[src/rtl/ts_queue.sv]
// Timestamp capture queue: circular buffer of 128-bit entries filtered by PTP messageType mask.
// Optional dropped-on-full counter is built when TS_QUEUE_DROP_CNT_EN is defined.
module ts_queue #(
    parameter int DEPTH_LOG2 = 4
) (
    input  logic         clk,
    input  logic         rst_n,
    input  logic         q_wr_en_in,
    input  logic [3:0]   q_msgid_in,
    input  logic [127:0] q_data_in,
    input  logic [7:0]   q_ptp_msgid_mask_in,
    input  logic         q_rst_in,
    input  logic         q_rd_en_in,
    output logic [127:0] q_data_out,
    output logic [7:0]   q_stat_out,
    output logic [15:0]  q_drop_cnt_out
);
    localparam int DEPTH = 1 << DEPTH_LOG2;

    logic [127:0]        mem [DEPTH];
    logic [DEPTH_LOG2:0] wr_ptr, rd_ptr, count;
    logic                full, empty, type_ok, pop, push, drop, ovf;

    function automatic logic [4:0] sat_count(input logic [DEPTH_LOG2:0] c);
        logic [31:0] ext;
        ext = 32'(c);
        if (ext > 32'd31) return 5'd31;
        return ext[4:0];
    endfunction

    assign count   = wr_ptr - rd_ptr;
    assign empty   = (wr_ptr == rd_ptr);
    assign full    = ((wr_ptr ^ rd_ptr) == {1'b1, {DEPTH_LOG2{1'b0}}});
    // messageType 8..15 has no mask bit and is never stored
    assign type_ok = q_wr_en_in && !q_msgid_in[3]
                     && q_ptp_msgid_mask_in[q_msgid_in[2:0]] && !q_rst_in;
    assign pop     = q_rd_en_in && !empty && !q_rst_in;
    assign push    = type_ok && (!full || pop);
    assign drop    = type_ok && full && !pop;

    always_ff @(posedge clk) begin
        if (push) mem[wr_ptr[DEPTH_LOG2-1:0]] <= q_data_in;
    end

    // Outputs reflect the pointers settled at the previous edge, giving one cycle of latency
    always_ff @(posedge clk or negedge rst_n) begin
        if (!rst_n) begin
            wr_ptr     <= '0;
            rd_ptr     <= '0;
            ovf        <= 1'b0;
            q_data_out <= '0;
            q_stat_out <= '0;
        end else if (q_rst_in) begin
            wr_ptr     <= '0;
            rd_ptr     <= '0;
            ovf        <= 1'b0;
            q_data_out <= '0;
            q_stat_out <= '0;
        end else begin
            wr_ptr     <= wr_ptr + (DEPTH_LOG2 + 1)'(push);
            rd_ptr     <= rd_ptr + (DEPTH_LOG2 + 1)'(pop);
            ovf        <= ovf | drop;
            q_data_out <= empty ? '0 : mem[rd_ptr[DEPTH_LOG2-1:0]];
            q_stat_out <= {ovf, 2'b00, sat_count(count)};
        end
    end

`ifdef TS_QUEUE_DROP_CNT_EN
    always_ff @(posedge clk or negedge rst_n) begin
        if (!rst_n)                               q_drop_cnt_out <= '0;
        else if (q_rst_in)                        q_drop_cnt_out <= '0;
        else if (drop && q_drop_cnt_out != 16'hFFFF) q_drop_cnt_out <= q_drop_cnt_out + 16'd1;
    end
`else
    assign q_drop_cnt_out = '0;
`endif

endmodule

[config.mk]
export PLATFORM = sky130hd
export DESIGN_NAME = ts_queue
export DESIGN_NICKNAME = d
export VERILOG_FILES = /design/src/rtl/ts_queue.sv
export SDC_FILE = /design/constraint.sdc
export NUM_CORES = 2
export LEC_CHECK = 0
export CAP_MARGIN = 20
export CELL_PAD_IN_SITES_DETAIL_PLACEMENT = 0
export CELL_PAD_IN_SITES_GLOBAL_PLACEMENT = 1
export CORE_MARGIN = 3
export CORE_UTILIZATION = 35
export CTS_BUF_LIST = sky130_fd_sc_hd__clkbuf_8 sky130_fd_sc_hd__clkbuf_16
export CTS_CLUSTER_SIZE = 14
export DETAILED_ROUTE_END_ITERATION = 12
export PLACE_DENSITY_LB_ADDON = 0.05
export SLEW_MARGIN = 20
export SYNTH_ARGS = -nofsm -noshare
export SYNTH_HDL_FRONTEND = slang
export SYNTH_SLANG_ARGS = --single-unit
[constraint.sdc]
create_clock -name clk -period 15.2 [get_ports clk]
set_input_delay 1.52 -clock clk [delete_from_list [all_inputs] [get_ports clk]]
set_output_delay 1.52 -clock clk [all_outputs]
set_load 0.005 [all_outputs]
==> flow_summary.toml <==
[logic_synthesis]
synth-simple-area-share = 0.0390
synthCells = 3920
async_flop_share = 0.0661
synth_top_family_by_area = "multiplexers"
synth_edf_count = 2048
synth_xor_area_frac = 0.000955
synth_fa_ha_area_frac = 0.00145
avgSynthCellArea_um2 = 21.1
ys_ff_latch = 2193
yosys.cell_types.count = 37
yosys_warnings = 0
netlist_area_um2 = 82600
yosysSeqAreaShare = 0.789
synth_compound_area_frac = 0.0140
synthMuxAreaShare = 0.140
yosys_most_used_dff = "edfxtp_1"

[drt]
vias = 38772
vias_per_cell = 5.06
post_drt_wl_per_cell_um = 28.0
route.detailed.drc = 0
drt.antenna.violating_nets = 0
totalWireLength_um = 215000
first_iter_violations = 3005
firstDrtPassIters = 5

[clock_tree]
cts_made_buffers = 235
clock_latency_ns = 0.86
cts_tree = "yes"
clk_pin_slew_ns = 0.06
cts_resized = 0
cts_sinks = 2193
cts_hold_buf = 0
ctsHtreeMaxLevel = 4
clockBufferDepth = 3
root_buffer = "clkbuf_16"
post_cts_buffers = 0

[global_routing]
overflow = 0
grt_pass1_wl_um = 312000
grt_pass1_vias = 42117
grt_use_total = 0.179
antenna_found_initial = 27
grt_max_degree = 119

[layout]
drive_above_1_share = 0.212
multi_input_area_um2 = 16300
final_common_cell = "edfxtp_1"
fin_area_um2 = 96800
mostFrequentLayoutCells = "edfxtp_1, nand2_1, mux4_2"
n_fill_cell = 20672
syn_to_final_growth_pct = 17.3
finalNetCount = 4459
seq_area_um2 = 65100

[min_path]
hold_class = "flip-flop to flip-flop"

[setup_path]
crit_fanout = 45
crit_path_start_kind = "input port"
path_class = "input port to flip-flop"
arrival_ns = 5.86
end_kind = "flip-flop"
required_ns = 15.66

[floorplanning]
ios = 297
die_h_um = 492
fp.dieW_um = 492
num_rows = 177
core-area_um2 = 234000
die_area_um2 = 242000
start_util = 0.353

[timing]
rsz0062_at_grt = "false"
max-slew-margin-rel = 0.231
fin_crit_ns = 5.40
setup_slack_ns = 9.80
min_period_over_period = 0.355
fmax_ghz = 0.185
worstMarginPinSlew_ns = 1.15
fin_worst_skew_ns = 0.0271
setup_viol = 0
slew_violations = 0
hold_viol_final = 0

[place]
hpwlAfterDp_um = 107000
place_ws_ns = 8.79
placed_cell_area_um2 = 89000
port-buffer-count = 278
gp_congestion = 0.692

[pwr]
powerDensity_nw_per_um2 = 131
p_total_mw = 12.6
vdd_ir_drop_max_mv = 0.0937
p_leak_nw = 31.4

[status]
outcome = "completed"

[job]
cap_violations = 0
==> cells by family after synthesis <==
kind of cell,after synthesis
compound gates,134
xor+xnor,9
fa+ha+maj,9
buf+inv,229
flops,2193
mux,516
other cells,1
simple gates,829
==> metrics by stage <==
stage / hold WS, ns / instances / setup TNS [ns] / util
floorplan: 0.437 / 3937 / -544.17 / -
global placement: 0.505 / 7199 / 0 / 0.381
detailed placement: 0.511 / 7199 / 0 / 0.381
CTS: 0.451 / 7649 / 0 / 0.414
global route: 0.491 / 7654 / 0 / 0.414
finish: 0.525 / 7669 / 0 / 0.415
==> synth_stat cells (all sizes together), types with 2 or more instances <==
cell | n | area (um^2)
nor2b | 6 | 37.5
mux2i | 4 | 40.0
edfxtp | 2048 | 61500
clkbuf | 73 | 275
or2 | 2 | 12.5
nor3 | 3 | 15.0
nand4 | 2 | 18.8
buf | 149 | 976
nand2 | 773 | 2900
nor4 | 16 | 100
xor2 | 4 | 35.0
ha | 8 | 100
inv | 6 | 22.5
a22o | 128 | 1120
mux4 | 512 | 11500
nor2 | 14 | 52.6
xnor2 | 5 | 43.8
nand3 | 4 | 20.0
nand2b | 5 | 31.3
dfrtp | 145 | 3630
nand3b | 2 | 15.0
==> routing by layer <==
layer	share of wire	global-route usage
met5	0.00025	0
met4	0.021	0.0455
met3	0.044	0.0312
met2	0.49	0.290
met1	0.45	0.250
==> flip-flops by register name, summed over array words and instances, names as in the netlist <==
signal and count:
q_data_out 128, wr_ptr 5, ovf 1, rd_ptr 5
q_stat_out 6, mem 2048
==> worst paths after layout <==
path / cells after the start / from / endpoint / slack [ns]
max in group asynchronous: 3 / rst_n / q_data_out[59] / 12.96
max reg2reg: 7 / rd_ptr[0] / q_data_out[66] / 10.37
min in group asynchronous: 1 / rst_n / q_data_out[120] / 0.53
min: 2 / ovf / q_stat_out[7] / 0.52
min reg2reg: 2 / ovf / q_stat_out[7] / 0.52
max: 7 / q_rst_in / mem[2][57] / 9.80
==> power by group <==
group | internal [mW] | total (mW) | leakage (nW) | switching, mW
clock | 3.34 | 5.70 | 4.13 | 2.36
combinational | 0.121 | 0.307 | 6.89 | 0.186
sequential | 6.62 | 6.63 | 20.4 | 0.00868
total | 10.1 | 12.6 | 31.4 | 2.56
==> cell type report <==
class                   instances  area share
flip-flops and latches       2193       0.673
repair buffers                353      0.0367
clock inverters               183      0.0152
well taps                    3132      0.0405
inverters                       7    0.000349
multi-input cells            1515       0.169
diodes                         19    0.000491
clock buffers                 267      0.0656
==> critical path, stage by stage <==
cell             delay, ns
clkdlybuf4s50_1       0.83
or3b_1                0.55
a31oi_1               0.19
nand4_2               0.59
nor4_2                0.41
buf_4                 0.86
buf_4                 0.80
(Power assumes the default switching activity.)
